**src/rtl/program_loader.sv**
```systemverilog
// program_loader
//
// Boot stage for the 9-bit accumulator computer. It accepts a program as a
// byte stream over a valid/ready handshake and writes it into a 16x9
// instruction memory. The CPU is held halted until a complete, well-formed
// program has been written. A start pulse at any time restarts loading.
//
// Stream format: length byte N (1..DEPTH), then N pairs (low, high).
// Each instruction is {high[0], low[7:0]}. high[7:1] must be zero.
//
// Ports:
//   clk          system clock, rising edge
//   rst_n        asynchronous active-low reset
//   start        single-cycle pulse, begins a new load session
//   in_data      stream byte
//   in_valid     in_data valid
//   in_ready     loader accepts a byte this cycle (registered)
//   we           instruction memory write enable, one-cycle pulse
//   waddr        instruction memory write address
//   wdata        instruction memory write data
//   run          CPU enable
//   error        malformed stream seen, sticky until next start
//   loaded_count instructions written in the current or last session
module program_loader #(
    parameter int ADDR_W  = 4,
    parameter int INSTR_W = 9,
    parameter int DEPTH   = 16
) (
    input  logic               clk,
    input  logic               rst_n,
    input  logic               start,
    input  logic [7:0]         in_data,
    input  logic               in_valid,
    output logic               in_ready,
    output logic               we,
    output logic [ADDR_W-1:0]  waddr,
    output logic [INSTR_W-1:0] wdata,
    output logic               run,
    output logic               error,
    output logic [ADDR_W:0]    loaded_count
);

    typedef enum logic [2:0] {
        S_IDLE,
        S_LEN,
        S_LO,
        S_HI,
        S_FLUSH,
        S_RUN,
        S_ERROR
    } state_t;

    localparam logic [7:0]      DEPTH_B = 8'(DEPTH);
    localparam logic [ADDR_W:0] ONE     = (ADDR_W + 1)'(1);

    state_t              state_reg, state_next;
    logic                in_ready_reg;
    logic                we_reg;
    logic                run_reg;
    logic                error_reg;
    logic [ADDR_W-1:0]   waddr_reg;
    logic [INSTR_W-1:0]  wdata_reg;
    logic [ADDR_W:0]     count_reg;
    logic [ADDR_W:0]     len_reg;
    logic [ADDR_W-1:0]   addr_reg;
    logic [7:0]          low_reg;

    logic xfer;
    logic len_bad;
    logic high_bad;
    logic last_pair;

    assign xfer      = in_valid && in_ready_reg;
    assign len_bad   = (in_data == 8'd0) || (in_data > DEPTH_B);
    assign high_bad  = |in_data[7:1];
    // addr never passes N-1, so the last pair is recognised by equality.
    assign last_pair = ({1'b0, addr_reg} == (len_reg - ONE));

    // State register
    always_ff @(posedge clk or negedge rst_n) begin
        if (!rst_n) begin
            state_reg <= S_IDLE;
        end else begin
            state_reg <= state_next;
        end
    end

    // Next-state logic; start overrides everything, including a byte
    // transfer on the same edge.
    always_comb begin
        state_next = state_reg;
        if (start) begin
            state_next = S_LEN;
        end else begin
            case (state_reg)
                S_LEN:   if (xfer) state_next = len_bad ? S_ERROR : S_LO;
                S_LO:    if (xfer) state_next = S_HI;
                S_HI:    if (xfer) state_next = high_bad  ? S_ERROR :
                                                last_pair ? S_FLUSH : S_LO;
                S_FLUSH: state_next = S_RUN;
                default: state_next = state_reg;
            endcase
        end
    end

    // Datapath and registered outputs. Status outputs are derived from
    // state_next so they line up with the state they describe.
    always_ff @(posedge clk or negedge rst_n) begin
        if (!rst_n) begin
            in_ready_reg <= 1'b0;
            we_reg       <= 1'b0;
            run_reg      <= 1'b0;
            error_reg    <= 1'b0;
            waddr_reg    <= '0;
            wdata_reg    <= '0;
            count_reg    <= '0;
            len_reg      <= '0;
            addr_reg     <= '0;
            low_reg      <= '0;
        end else begin
            in_ready_reg <= (state_next == S_LEN) || (state_next == S_LO) ||
                            (state_next == S_HI);
            run_reg      <= (state_next == S_RUN);
            error_reg    <= (state_next == S_ERROR);
            we_reg       <= 1'b0;

            if (start) begin
                count_reg <= '0;
            end else begin
                case (state_reg)
                    S_LEN: begin
                        if (xfer && !len_bad) begin
                            len_reg   <= in_data[ADDR_W:0];
                            addr_reg  <= '0;
                            count_reg <= '0;
                        end
                    end
                    S_LO: begin
                        if (xfer) begin
                            low_reg <= in_data;
                        end
                    end
                    S_HI: begin
                        if (xfer && !high_bad) begin
                            we_reg    <= 1'b1;
                            waddr_reg <= addr_reg;
                            wdata_reg <= INSTR_W'({in_data[0], low_reg});
                            count_reg <= count_reg + ONE;
                            if (!last_pair) begin
                                addr_reg <= addr_reg + 1'b1;
                            end
                        end
                    end
                    default: ;
                endcase
            end
        end
    end

    assign in_ready     = in_ready_reg;
    assign we           = we_reg;
    assign waddr        = waddr_reg;
    assign wdata        = wdata_reg;
    assign run          = run_reg;
    assign error        = error_reg;
    assign loaded_count = count_reg;

endmodule

```
**config.mk**
```make
export PLATFORM = sky130hd
export DESIGN_NAME = program_loader
export DESIGN_NICKNAME = d
export VERILOG_FILES = /design/src/rtl/program_loader.sv
export SDC_FILE = /design/constraint.sdc
export NUM_CORES = 1
export LEC_CHECK = 0
export ABC_CLOCK_PERIOD_IN_PS = 2700
export CORE_UTILIZATION = 52
export DETAILED_ROUTE_END_ITERATION = 7
export PLACE_DENSITY_LB_ADDON = 0.25
export SLEW_MARGIN = 25
export SYNTH_ARGS = -nofsm -noshare
export SYNTH_HDL_FRONTEND = slang
export SYNTH_SLANG_ARGS = --single-unit
```
**constraint.sdc**
```tcl
create_clock -name clk -period 2.7 [get_ports clk]
set_input_delay 0.675 -clock clk [delete_from_list [all_inputs] [get_ports clk]]
set_output_delay 0.675 -clock clk [all_outputs]
set_load 0.005 [all_outputs]
```
======== Word-level counts from Yosys, hierarchy flattened ========
Cells that the tools add are included.
Widths: inputs -> output; s select.
word-level totals
  input bits .............................. 12
  register bits ........................... 42
cells by class
  equality and inequality tests ........... 15
  bitwise logic cells ..................... 1
  $add $sub $neg .......................... 3
  reductions and logical operators ........ 17
  order comparisons ....................... 1
  multiplexer cells ....................... 19
operators with widths
  cell                 number
  $mux 3               7
  $mux 5               3
  $eq 3x2->1 const B   4
  $mux 4               3
  $pmux 3 s4           1
  $reduce_and 3->1     4
  $pmux 5 s2           1
  $eq 3x3->1 const B   3
  $gt 8x5->1 const B   1
  $logic_not 8->1      1
  $pmux 4 s2           1
  $reduce_or 7->1      1
  $eq 3x1->1 const B   2
  $ne 2x2->1 const B   3
  $ne 3x3->1 const B   2
  $add 5x1->5 const B  1
  $eq 4x5->1           1
  $reduce_and 5->1     1
  $sub 5x1->5 const B  1
  $add 4x1->4 const B  1
  $logic_and 1x1->1    3
  $logic_or 1x1->1     3
  $mux 1               3
  $reduce_bool 3->1    1
  3 further kinds      4

======== Depth between registers and ports, before layout ========
  word-level depth ........................ 10
  depth in mapped cells ................... 8

======== Least setup slack after synthesis ========
No wires, ideal clock.
  kind .................................... input to register
  start point ............................. input port in_data[6]
  end point ............................... register waddr_reg[0] (netlist: waddr[0])
  data required time ...................... 2.575 ns
  arrival ................................. 2.564 ns
  setup time .............................. 0.125 ns
  path slack .............................. 0.011 ns
  cell stages on the path ................. 6
  path through ............................ or3_1 or4_1 buf_2 nor3_4 buf_2 mux2_2
between the ends
  word-level cells in the longest chain between the ends .. 4
RTL lines
  item                        line  RTL
  start, declared             32    input logic [7:0] in_data,
  $reduce_or 7->1             75    assign high_bad = |in_data[7:1];
  $logic_not 1->1             144   if (xfer && !high_bad) begin
  $logic_and 1x1->1           144
  $reduce_and 3->1 (no line)  -
  end signal, assigned        146   waddr_reg <= addr_reg;
  end, declared               61    logic [ADDR_W-1:0] waddr_reg;
Every way passes these cells.
A chain may end at the register's enable or synchronous reset.

======== Final worst setup path ========
  start point ............................. input port in_data[5]
  end point ............................... register addr_reg[3]
between the ends
  word-level cells in the longest chain between the ends .. 6
  elaborated cells between the ends (all ways) .. 11
  classes of those cells .................. order compare: 1; eq/ne: 2; reduce/logical: 8
RTL lines
  item                                                  line  RTL
  $gt 8x5->1 / $logic_not 8->1 (equally long branches)  74    assign len_bad = (in_data == 8'd0) || (in_data > DEPTH_B);
  $logic_or 1x1->1                                      74
  $logic_not 1->1                                       132   if (xfer && !len_bad) begin
  $logic_and 1x1->1                                     132
  $ne 2x2->1 (no line)                                  -
  $reduce_and 5->1 (no line) (*)                        -
  end signal, assigned                                  150   addr_reg <= addr_reg + 1'b1;
  end, declared                                         65    logic [ADDR_W-1:0] addr_reg;
Mark *: on every way between the ends. The rest lies on a longest branch, timed or not.

==> results.py <==
metrics = {
    "outcome": {
        "status": "complete, no violations",
    },
    "setup_path": {
        "crit_type": "primary input to register",
        "worst_path_max_delay_cell": "or4_4",
        "arrival_ps": 2800,
        "setup.worst_path.start_class": "primary input",
        "slowest_delay_ps": 450,
        "required_ps": 2920,
        "cp_cell_sequence": "clkdlybuf4s50_1 > or3_4 > or4_4 > nor3_4 > nand4_1 > or3_1 > a22oi_1",
        "worst-path-max-fanout": 4,
        "end_kind": "register",
    },
    "sta": {
        "worst_pin_slew_ps": 908,
        "post-route-min-period_ps": 2580,
        "setup_viol": 0,
        "fin_tns_setup_ps": 0,
        "fmax_ghz": 0.388,
        "finalCritPeriodShare_pct": 95.6,
        "fin_skew_ps": 9.76,
        "fin_ws_ps": 120,
        "finalHoldViolations": 0,
        "hold-worst-slack_ps": 489,
        "drv_slew": 0,
        "slew_headroom_pct": 39.5,
    },
    "grt": {
        "first_global_vias": 1540,
        "overflow": 0,
        "grt_pass1_wl_mm": 7.13,
        "grt_max_degree": 43,
        "grtUsageTotal_pct": 23.8,
        "antenna_found_initial": 0,
    },
    "final_layout": {
        "nets": 229,
        "drive_gt1_share_pct": 25.6,
        "stdcell_count": 261,
        "largest_reg_flops": 9,
        "syn_to_final_growth_pct": 30.9,
        "seq_area_sq_um": 1050,
        "final_util_pct": 73.2,
        "multiInputGateArea_sq_um": 840,
        "num_antenna_cells": 0,
        "final_area_sq_um": 2520,
        "fill_cells": 251,
    },
    "synthesis": {
        "syn_inst": 164,
        "ys_top_cells_by_area": "dfrtp_1 (55%), mux2_2 (14%), o21ai_0 (3.6%)",
        "synth_edf_count": 0,
        "synth.top_cell.area_share_pct": 54.6,
        "synth-seq-area-share_pct": 54.6,
        "synth_area_sq_um": 1920,
        "ys_warn_count": 0,
        "async_flop_share_pct": 100,
        "avgSynthCellArea_sq_um": 11.7,
        "ys.flop_type": "dfrtp_1",
        "synth_cell_type_count": 36,
        "syn_nets": 179,
        "synth-seq-cells": 42,
        "synth_top_area_cell": "dfrtp_1",
    },
    "floorplanning": {
        "coreArea_sq_um": 3440,
        "dieHeight_microns": 62.8,
        "die_area_sq_um": 3950,
        "die_w_microns": 62.8,
        "ios": 34,
        "rows": 21,
        "start_util_pct": 55.9,
    },
    "placement": {
        "io_buffers": 33,
        "place.gp.congestion": 0.885,
        "pre_cts_ws_ps": -309,
        "dp.cells": 252,
        "dp_hpwl_mm": 3.03,
        "place_area_sq_um": 2390,
    },
    "cts": {
        "insertion_delay_ps": 300,
        "path_clk_slew_ps": 80,
        "cts-root-buf": "clkbuf_8",
        "cts_sinks": 42,
        "tritoncts": "done",
        "cts-buffers-inserted": 5,
        "cts_hold_buf": 0,
        "cts_max_level": 2,
        "cts_buffer_depth": 2,
    },
    "routing": {
        "routedWlPerCell_microns": 15.6,
        "drtAntennaViolNets": 0,
        "dr.first_iter.drc_count": 157,
        "wl_mm": 4.06,
        "num_vias": 1463,
        "drcViolationCount": 0,
        "routed_via_density": 5.61,
        "drtPass1Iterations": 4,
    },
    "power_and_ir_drop": {
        "ir_drop_mv": 0.356,
        "p_total_mw": 1.31,
        "power_density_nw_per_um2": 520,
        "leakagePower_nw": 1.19,
    },
    "worst_hold_path": {
        "min_path_type": "register to register",
    },
    "run": {
        "maxCapViolCount": 0,
    },
}
-- cell usage in the layout, fill, tap and decap left out, types with 2 or more instances in the layout --
master            n
a21oi_1           3
buf_4            16
clkbuf_8          6
clkdlybuf4s50_1  27
dfrtp_1          42
dlymetal6s2s_1    5
ha_1              3
inv_1             6
mux2_2           24
nand2_1           8
nand2b_1          3
nand3_1           3
nand4_1           2
nor2_1            6
nor3_1            6
nor3b_1           2
nor4_1            2
o211ai_1          3
o21ai_0          14
or2_2             2
or3_1             2
or3_4             2
xnor2_1           5
xor2_1            4
-- logic make-up (layout without fill, tap and decap cells) --
logic type,count (synthesis),count (layout),share of synthesized area [%]
mux,24,24,14.0
flops,42,42,54.6
simple gates,44,44,13.0
fa+ha+maj,3,3,1.95
buf+inv,12,63,2.47
compound gates,30,30,9.82
xor+xnor,9,9,4.10
-- metal layers --
| metal | part of all wire, % | wire, microns | vias to the layer above | GRT usage [%] |
|---|---|---|---|---|
| met5 | 0 | 0 | - | 0 |
| met4 | 1.9 | 79 | 0 | 11.0 |
| met3 | 3.8 | 154 | 8 | 5.29 |
| met2 | 49 | 1990 | 37 | 38.3 |
| met1 | 45 | 1840 | 732 | 30.4 |
| li1 | - | - | 686 | - |
-- area by class of cell --
class	count	share of cell area, %
clock buffers	7	3.43
clock inverters	1	0.199
inverters	6	0.894
multi-input cells	110	33.3
flip-flops and latches	42	41.7
well taps	46	2.28
repair buffers	49	18.2
-- report_power, final --
part	internal [mW]	total [mW]	switching, mW
Combinational	0.102	0.191	0.0890
Clock	0.206	0.410	0.204
Sequential	0.673	0.710	0.0369
Total	0.981	1.31	0.330
-- cell usage after synthesis (4+ instances only) --
library cell and instances:
o21ai_0 14, xor2_1 4, xnor2_1 5, dfrtp_1 42, or3_1 4, inv_1 6
nand2_1 8, nor2_1 6, nor3_1 6, mux2_2 24, clkbuf_1 4
-- worst paths after layout --
path | end | cells past startpoint | start | slack, ps
worst max register to register | run | 8 | len_reg[0] | 350
worst min register to register | low_reg[4] | 2 | low_reg[4] | 490
worst max-delay path | addr_reg[3] | 7 | in_data[5] | 120
max in group asynchronous | wdata[3] | 1 | rst_n | 1620
min in group asynchronous | len_reg[2] | 1 | rst_n | 500
worst min-delay path | low_reg[4] | 2 | low_reg[4] | 490
-- critical path: cells and delay by family --
family | cells | cell delay [ps]
compound gates | 1 | 140
simple gates | 5 | 1550
buf+inv | 1 | 430
-- repair_timing --
| action | CTS | global route |
|---|---|---|
| pin swaps | 0 | 7 |
| setup buffers | 0 | 1 |
| setup endpoints to repair | 1 | 18 |
| resized for setup | 0 | 8 |
Power figures use the tool's default switching activity.
